[src/rtl/branch_predictor_ctrl_if.sv]
// Fetch lookup, D-stage resolution and redirect signals of the branch predictor.
// master = pipeline side, slave = predictor.
interface branch_predictor_ctrl_if;
   logic        f_valid;
   logic [12:0] f_pc;
   logic        pred_taken;
   logic [12:0] pred_pc;
   logic        u_valid;
   logic [12:0] u_pc;
   logic [1:0]  u_jump_code;
   logic        u_taken;
   logic [12:0] u_true_pc;
   logic        u_fail;
   logic        redirect_valid;
   logic [12:0] redirect_pc;
   logic        redirect_ready;
   logic        flush;
   logic [15:0] miss_cnt;

   modport master (
      output f_valid, f_pc, u_valid, u_pc, u_jump_code, u_taken, u_true_pc, u_fail, redirect_ready,
      input  pred_taken, pred_pc, redirect_valid, redirect_pc, flush, miss_cnt
   );

   modport slave (
      input  f_valid, f_pc, u_valid, u_pc, u_jump_code, u_taken, u_true_pc, u_fail, redirect_ready,
      output pred_taken, pred_pc, redirect_valid, redirect_pc, flush, miss_cnt
   );
endinterface

[src/rtl/branch_predictor_ctrl.sv]
// Direct-mapped branch target buffer with 2-bit counters, plus a redirect FSM
// that holds a misprediction redirect until fetch accepts it.
//
// state | meaning
// IDLE  | no redirect outstanding; table updates and new fails accepted
// PEND  | redirect_valid held, waiting for redirect_ready; D-stage input is wrong path
module branch_predictor_ctrl #(
   parameter int IDX_W = 4
) (
   input  logic                 clk,
   input  logic                 rst,
   branch_predictor_ctrl_if.slave bus
);
   localparam int N     = 1 << IDX_W;
   localparam int TAG_W = 13 - IDX_W;

   typedef enum logic {IDLE, PEND} state_t;

   state_t state, state_nxt;

   logic [N-1:0]     tbl_valid;
   logic [TAG_W-1:0] tbl_tag    [N];
   logic [12:0]      tbl_target [N];
   logic [1:0]       tbl_ctr    [N];

   logic [IDX_W-1:0] f_idx, u_idx;
   logic             f_hit, u_hit, upd_en, fail_acc;
   logic             pred_taken_c;
   logic [12:0]      redirect_pc_q;
   logic [15:0]      miss_q;

   assign f_idx    = bus.f_pc[IDX_W-1:0];
   assign u_idx    = bus.u_pc[IDX_W-1:0];
   assign f_hit    = tbl_valid[f_idx] && (tbl_tag[f_idx] == bus.f_pc[12:IDX_W]);
   assign u_hit    = tbl_valid[u_idx] && (tbl_tag[u_idx] == bus.u_pc[12:IDX_W]);
   assign upd_en   = bus.u_valid && (state == IDLE);
   assign fail_acc = upd_en && bus.u_fail;

   // Lookup reads the registered table, so a same-cycle update is not visible yet.
   always_comb begin
      pred_taken_c = bus.f_valid && f_hit && tbl_ctr[f_idx][1];
      bus.pred_pc  = bus.f_pc + 13'd2;
      if (pred_taken_c) bus.pred_pc = tbl_target[f_idx];
   end
   assign bus.pred_taken = pred_taken_c;

   always_ff @(posedge clk or posedge rst) begin
      if (rst) begin
         tbl_valid <= '0;
         for (int i = 0; i < N; i++) begin
            tbl_tag[i]    <= '0;
            tbl_target[i] <= '0;
            tbl_ctr[i]    <= 2'b01;
         end
      end else if (upd_en) begin
         if (u_hit) begin
            if (bus.u_jump_code[1])
               tbl_ctr[u_idx] <= 2'b11;
            else if (bus.u_jump_code == 2'b01) begin
               if (bus.u_taken && tbl_ctr[u_idx] != 2'b11)
                  tbl_ctr[u_idx] <= tbl_ctr[u_idx] + 2'd1;
               else if (!bus.u_taken && tbl_ctr[u_idx] != 2'b00)
                  tbl_ctr[u_idx] <= tbl_ctr[u_idx] - 2'd1;
            end
            if (bus.u_taken) tbl_target[u_idx] <= bus.u_true_pc;
         end else if (bus.u_taken) begin
            tbl_valid[u_idx]  <= 1'b1;
            tbl_tag[u_idx]    <= bus.u_pc[12:IDX_W];
            tbl_target[u_idx] <= bus.u_true_pc;
            tbl_ctr[u_idx]    <= bus.u_jump_code[1] ? 2'b11 : 2'b10;
         end
      end
   end

   always_ff @(posedge clk or posedge rst) begin
      if (rst) begin
         state         <= IDLE;
         redirect_pc_q <= '0;
         miss_q        <= '0;
      end else begin
         state <= state_nxt;
         if (fail_acc) begin
            redirect_pc_q <= bus.u_true_pc;
            if (miss_q != 16'hFFFF) miss_q <= miss_q + 16'd1;
         end
      end
   end

   always_comb begin
      state_nxt = state;
      case (state)
         IDLE:    if (fail_acc) state_nxt = PEND;
         PEND:    if (bus.redirect_ready) state_nxt = IDLE;
         default: state_nxt = IDLE;
      endcase
   end

   assign bus.redirect_valid = (state == PEND);
   assign bus.redirect_pc    = redirect_pc_q;
   assign bus.flush          = (state == PEND) && bus.redirect_ready;
   assign bus.miss_cnt       = miss_q;
endmodule

[src/flat_wrapper.sv]
// flat-port wrapper written by rule: the top's interface ports become plain ports
module branch_predictor_ctrl_flat 
#(
   parameter int IDX_W = 4
)
  (clk, rst, bus_f_valid, bus_f_pc, bus_u_valid, bus_u_pc, bus_u_jump_code, bus_u_taken, bus_u_true_pc, bus_u_fail, bus_redirect_ready, bus_pred_taken, bus_pred_pc, bus_redirect_valid, bus_redirect_pc, bus_flush, bus_miss_cnt);
  branch_predictor_ctrl_if bus_i ();
  input  logic clk;
  input  logic rst;
  input wire logic [$bits(bus_i.f_valid)-1:0] bus_f_valid;
  input wire logic [$bits(bus_i.f_pc)-1:0] bus_f_pc;
  input wire logic [$bits(bus_i.u_valid)-1:0] bus_u_valid;
  input wire logic [$bits(bus_i.u_pc)-1:0] bus_u_pc;
  input wire logic [$bits(bus_i.u_jump_code)-1:0] bus_u_jump_code;
  input wire logic [$bits(bus_i.u_taken)-1:0] bus_u_taken;
  input wire logic [$bits(bus_i.u_true_pc)-1:0] bus_u_true_pc;
  input wire logic [$bits(bus_i.u_fail)-1:0] bus_u_fail;
  input wire logic [$bits(bus_i.redirect_ready)-1:0] bus_redirect_ready;
  output wire logic [$bits(bus_i.pred_taken)-1:0] bus_pred_taken;
  output wire logic [$bits(bus_i.pred_pc)-1:0] bus_pred_pc;
  output wire logic [$bits(bus_i.redirect_valid)-1:0] bus_redirect_valid;
  output wire logic [$bits(bus_i.redirect_pc)-1:0] bus_redirect_pc;
  output wire logic [$bits(bus_i.flush)-1:0] bus_flush;
  output wire logic [$bits(bus_i.miss_cnt)-1:0] bus_miss_cnt;
  assign bus_i.f_valid = bus_f_valid;
  assign bus_i.f_pc = bus_f_pc;
  assign bus_i.u_valid = bus_u_valid;
  assign bus_i.u_pc = bus_u_pc;
  assign bus_i.u_jump_code = bus_u_jump_code;
  assign bus_i.u_taken = bus_u_taken;
  assign bus_i.u_true_pc = bus_u_true_pc;
  assign bus_i.u_fail = bus_u_fail;
  assign bus_i.redirect_ready = bus_redirect_ready;
  assign bus_pred_taken = bus_i.pred_taken;
  assign bus_pred_pc = bus_i.pred_pc;
  assign bus_redirect_valid = bus_i.redirect_valid;
  assign bus_redirect_pc = bus_i.redirect_pc;
  assign bus_flush = bus_i.flush;
  assign bus_miss_cnt = bus_i.miss_cnt;
  branch_predictor_ctrl #(.IDX_W(IDX_W)) u_core (.clk(clk), .rst(rst), .bus(bus_i));
endmodule
[config.mk]
export PLATFORM = sky130hd
export DESIGN_NAME = branch_predictor_ctrl_flat
export DESIGN_NICKNAME = d
export VERILOG_FILES = /design/src/rtl/branch_predictor_ctrl_if.sv /design/src/rtl/branch_predictor_ctrl.sv /design/src/flat_wrapper.sv
export SDC_FILE = /design/constraint.sdc
export NUM_CORES = 1
export LEC_CHECK = 0
export CORE_ASPECT_RATIO = 1.5
export CORE_MARGIN = 3
export CORE_UTILIZATION = 40
export CTS_CLUSTER_DIAMETER = 80
export DETAILED_ROUTE_END_ITERATION = 8
export GPL_TIMING_DRIVEN = 1
export SETUP_SLACK_MARGIN = 0.3
export SLEW_MARGIN = 25
export SYNTH_ARGS = -nofsm -noshare
export SYNTH_HDL_FRONTEND = slang
export SYNTH_SLANG_ARGS = --single-unit
[constraint.sdc]
create_clock -name clk -period 22.3 [get_ports clk]
set_input_delay 2.23 -clock clk [delete_from_list [all_inputs] [get_ports clk]]
set_output_delay 2.23 -clock clk [all_outputs]
set_load 0.1 [all_outputs]
-- After elaboration in Yosys (flattened, before gate mapping)
Index checks and enable logic that the tools add are counted.
Widths: inputs -> output; s select.
- logic and storage cells: 136
- bits in registers: 430
- output and inout bits: 45
- bits of input ports: 48
- mux-type cells: 43
- reductions and logical operators: 18
- bitwise operators: 6
- eq/ne operators: 7
- add/subtract/negate cells: 4
- $lt $le $gt $ge: 6
- operators by type and width (kind ; number):
    $bwmux 208 ; 1
    $mux 32 ; 6
    $bwmux 144 ; 1
    $bwmux 32 ; 3
    $bmux 9 s4 ; 2
    $bmux 13 s4 ; 1
    $demux 13 s4 ; 1
    $mux 13 ; 4
    $mux 9 ; 5
    $demux 9 s4 ; 1
    $or 32x32->32 ; 1
    $eq 9x9->1 ; 2
    $add 16x1->16 const B ; 1
    $bmux 2 s4 ; 2
    $ne 16x16->1 const B ; 1
    $or 16x16->16 ; 1
    $add 13x2->13 const B ; 1
    $logic_and 1x1->1 ; 11
    $ge 5x5->1 const B ; 2
    $lt 4x5->1 const B ; 2
    $mux 2 ; 5
    $not 4->5 ; 2
    $bmux 1 s4 ; 2
    $demux 2 s4 ; 1
    17 further kinds ; 25

-- Logic depth before layout (Yosys ltp)
- depth after elaboration: 11
- gate-level depth with buffers: 16

-- Worst setup path after synthesis
OpenSTA, ideal clock, no wires.
- path type: input to output
- from: input bus_f_pc[1]
- to: output bus_pred_pc[10]
- arrival time: 6.202 ns
- stages on the path: 9
- slack: 13.868 ns
- cells stage by stage: clkbuf_1 buf_1 mux4_2 mux4_2 xor2_1 nor4_1 nand4_1 buf_2 mux2i_1
- word-level cells in the longest chain between the ends: 9
- elaborated cells between the ends (all ways): 18
- those cells by class: add/sub: 1; eq/ne: 1; mux: 12; bitwise: 1; reduce/logical: 3
- ends and longest elaborated chain (element ; RTL line ; source):
    start, declared ; flat_wrapper.sv:11 ; input wire logic [$bits(bus_i.f_pc)-1:0] bus_f_pc;
    $not 4->5 (not written as such) ; branch_predictor_ctrl.sv:34, branch_predictor_ctrl.sv:41, branch_predictor_ctrl.sv:43 ;
    $bmux 9 s4 ; branch_predictor_ctrl.sv:34 ; assign f_hit = tbl_valid[f_idx] && (tbl_tag[f_idx] == bus.f_pc[12:IDX_W]);
    $mux 9 (not written as such) (2 in series) ; branch_predictor_ctrl.sv:34 ;
    $eq 9x9->1 ; branch_predictor_ctrl.sv:34 ;
    $logic_and 1x1->1 ; branch_predictor_ctrl.sv:34 ;
    $logic_and 1x1->1 (2 in series) ; branch_predictor_ctrl.sv:41 ; pred_taken_c = bus.f_valid && f_hit && tbl_ctr[f_idx][1];
    $mux 13 * ; branch_predictor_ctrl.sv:43 ; if (pred_taken_c) bus.pred_pc = tbl_target[f_idx];
    end, declared ; flat_wrapper.sv:20 ; output wire logic [$bits(bus_i.pred_pc)-1:0] bus_pred_pc;
Every way passes the cells marked *; elsewhere a longest branch is shown, timed or not. The select of a mux whose other input is x is not followed.

-- Worst setup path in the final report
- from: input bus_f_pc[3]
- to: output bus_pred_pc[4]
Same word-level chain as after synthesis.

==> flow_summary.json <==
{
  "skew_ps": 27.99,
  "cap_violations": 0,
  "antenna_found_initial": 0,
  "crit_path_end_kind": "output pin",
  "design_area_um2": 24960,
  "core_area_um2": 54130,
  "yosys-top-cells-area": "dfrtp_1, mux2_2, mux4_2",
  "clockBufferDepth": 3,
  "ys_seq_area_frac": 0.4888,
  "yosys_warnings": 0,
  "dieArea_um2": 58050,
  "timing.rr.start": "u_core.tbl_tag[72]",
  "critPathMaxStageDelay_ps": 1130,
  "fin_cells": 2440,
  "die_x_um": 197.7,
  "relSlewSlack": 0.2370,
  "status": "completed",
  "worst_slew_pin_slew_ps": 1145,
  "hold_class": "flop to flop",
  "io_pins": 93,
  "placed_cells": 2356,
  "synth_cell_types": 63,
  "num-fill-cells": 4826,
  "setup_violations": 0,
  "wl_mm": 63.81,
  "regArea_um2": 10780,
  "clkSinkCount": 430,
  "grtUsageTotal": 0.2202,
  "place_congestion": 0.8553,
  "synth-seq-cells": 430,
  "path_common_cell": "clkdlybuf4s50_1",
  "yosys.area.top_type_share": 0.4697,
  "reg2reg_slack_ps": 17610,
  "drtAntennaViolNets": 0,
  "rsz0062_at_grt": "no",
  "cts_hold_buf": 0,
  "finalCritPeriodShare": 0.4251,
  "placed_cell_area_um2": 23400,
  "grt_pass1_vias": 15240,
  "synth-edff-count": 0,
  "synth.most_common_cell": "dfrtp_1",
  "syn_inst": 1692,
  "cts-resized-gates": 0,
  "cts.htree.levels": 2,
  "grt_pass1_wl_mm": 97.36,
  "portBuffers": 92,
  "dp_hpwl_mm": 40.97,
  "num_rows": 104,
  "final.min_clock_period_ps": 9479,
  "layout-drive-gt1-share": 0.3290,
  "synth.avg_cell_area_um2": 13.04,
  "hold_violations": 0,
  "cts_tree": "yes",
  "synth.top_cells.by_count": "dfrtp_1, mux2_2, nand2_1",
  "synthFlopType": "dfrtp_1",
  "maxSlewViolCount": 0,
  "cp_max_fo": 23,
  "synth.net_count": 1744,
  "clkLatencyLatePin_ps": 570,
  "viasPerCell": 5.993,
  "antenna_cells": 0,
  "cp_cell_sequence": "clkdlybuf4s50_1 > buf_4 > inv_2 > mux4_2 > xor2_1 > nor4_1 > nand4_1 > buf_6 > mux2_2 > clkdlybuf4s50_1",
  "max_freq_ghz": 0.1055,
  "synth_area_leader_cell": "dfrtp_1",
  "start_util": 0.4075,
  "worstPathRequired_ps": 20070,
  "path_class": "input pin to output pin",
  "worstHoldStart": "u_core.tbl_ctr[2]",
  "slowest_stage": "clkdlybuf4s50_1",
  "setup_tns_ps": 0,
  "cp-startpoint": "bus_f_pc[3]",
  "ys_async_sr_fraction": 1.000,
  "critical_path.startpoint_type": "input pin",
  "syn_to_final_growth_pct": 13.15,
  "synth_area_um2": 22060,
  "multiInputGateArea_um2": 10580,
  "clk_pin_slew_ps": 60,
  "cp.arrival_ps": 7250,
  "dr.pass1.iters": 6,
  "p_leak_nw": 11.21,
  "post_drt_wl_per_cell_um": 26.15,
  "drt_iter0_drc": 1046,
  "die_h_um": 293.6,
  "p_per_area_nw_per_um2": 92.33,
  "grt_max_degree": 117,
  "postCtsSetupBuffers": 0,
  "vdd_drop_max_mv": 0.05717,
  "fin_util": 0.4610,
  "fin_nets": 1767,
  "drcViolationCount": 0,
  "cts-root-buf": "clkbuf_16",
  "grt_remaining_overflow": 0,
  "vias": 14620,
  "numCtsBuffers": 44
}
stage by stage:
step           power [mW]  hold WS, ps  setup slack (ps)
2_1_floorplan       1.399        436.7              8121
3_3_place_gp        1.529        450.4             12620
3_5_place_dp        1.547        454.8             12470
4_1_cts             2.324        463.7             12450
5_1_grt             2.404        481.8             12750
6_report            2.304        459.0             12820
worst max-delay path: cells and delay by family:
kind	cells	cell delay, ps
buffers and inverters	5	2740
and+or+nand+nor	2	1230
xor gates and xnor gates	1	160
muxes	2	850
layout by cell type, fill, tap and decap left out, types with 6 or more instances in the layout:
cell type / instances
a221oi_1: 29
a221oi_2: 7
a22oi_1: 7
a31oi_1: 9
a32o_1: 12
a32oi_1: 10
and2_1: 11
and3_1: 6
buf_4: 27
clkbuf_1: 9
clkbuf_16: 45
clkbuf_8: 11
clkdlybuf4s50_1: 85
clkinv_2: 9
dfrtp_1: 414
dfstp_2: 16
inv_1: 19
mux2_2: 322
mux2i_1: 82
mux4_1: 10
mux4_2: 107
nand2_1: 200
nand2b_1: 37
nand3_1: 35
nand4_1: 14
nor2_1: 31
nor2b_1: 12
nor3_1: 12
o211ai_1: 7
o21a_1: 9
o21ai_0: 11
xnor2_1: 25
xor2_1: 14
sequential cells by signal, summed over array words and instances (netlist names):
name,count
u_core.tbl_target,208
u_core.tbl_tag,144
u_core.tbl_ctr,32
u_core.bus.miss_cnt,16
u_core.tbl_valid,16
u_core.bus.redirect_pc,13
u_core.bus.redirect_valid,1
cell type report:
| cell class | count | area share |
|---|---|---|
| clock buffer | 65 | 0.05254 |
| clock inverter | 17 | 0.008022 |
| inverter | 21 | 0.003459 |
| multi-input combinational | 1097 | 0.4241 |
| sequential | 430 | 0.4320 |
| tap | 689 | 0.03454 |
| timing repair buffer | 121 | 0.04537 |
metal layers:
layer  part of all wire  wire [µm]  up-vias  global-route usage
li1                   -          -     6317                   -
met2               0.51      32860      443              0.3874
met5                  0          0        -                   0
met4              0.041       2609        0             0.08378
met3              0.045       2848      125             0.02554
met1               0.40      25490     7737              0.2787
kinds of logic (layout without fill, tap and decap cells):
logic type                 Yosys count  in the layout  share of synthesized area
AOI/OAI and AO/OA                  141            141                    0.05378
xor gates and xnor gates            39             39                    0.01549
adders and majority gates            4              4                   0.002269
buffers and inverters              165            224                    0.03313
DFF                                430            430                     0.4888
muxes                              521            521                     0.3228
and+or+nand+nor                    392            392                    0.08379
worst paths after layout:
| kind | endpoint | cells after the start |
|---|---|---|
| hold reg to reg | u_core.tbl_ctr[2] | 2 |
| min in group asynchronous | u_core.tbl_tag[124] | 2 |
| setup / recovery | bus_pred_pc[4] | 10 |
| setup reg to reg | u_core.tbl_tag[112] | 9 |
| hold / removal | u_core.tbl_ctr[2] | 2 |
| max in group asynchronous | u_core.tbl_target[78] | 4 |
power by group:
| group | total (mW) | switching [mW] | internal (mW) |
|---|---|---|---|
| Sequential | 1.03 | 0.0999 | 0.932 |
| Clock | 0.772 | 0.325 | 0.447 |
| Combinational | 0.500 | 0.262 | 0.238 |
(Power assumes the default switching activity.)
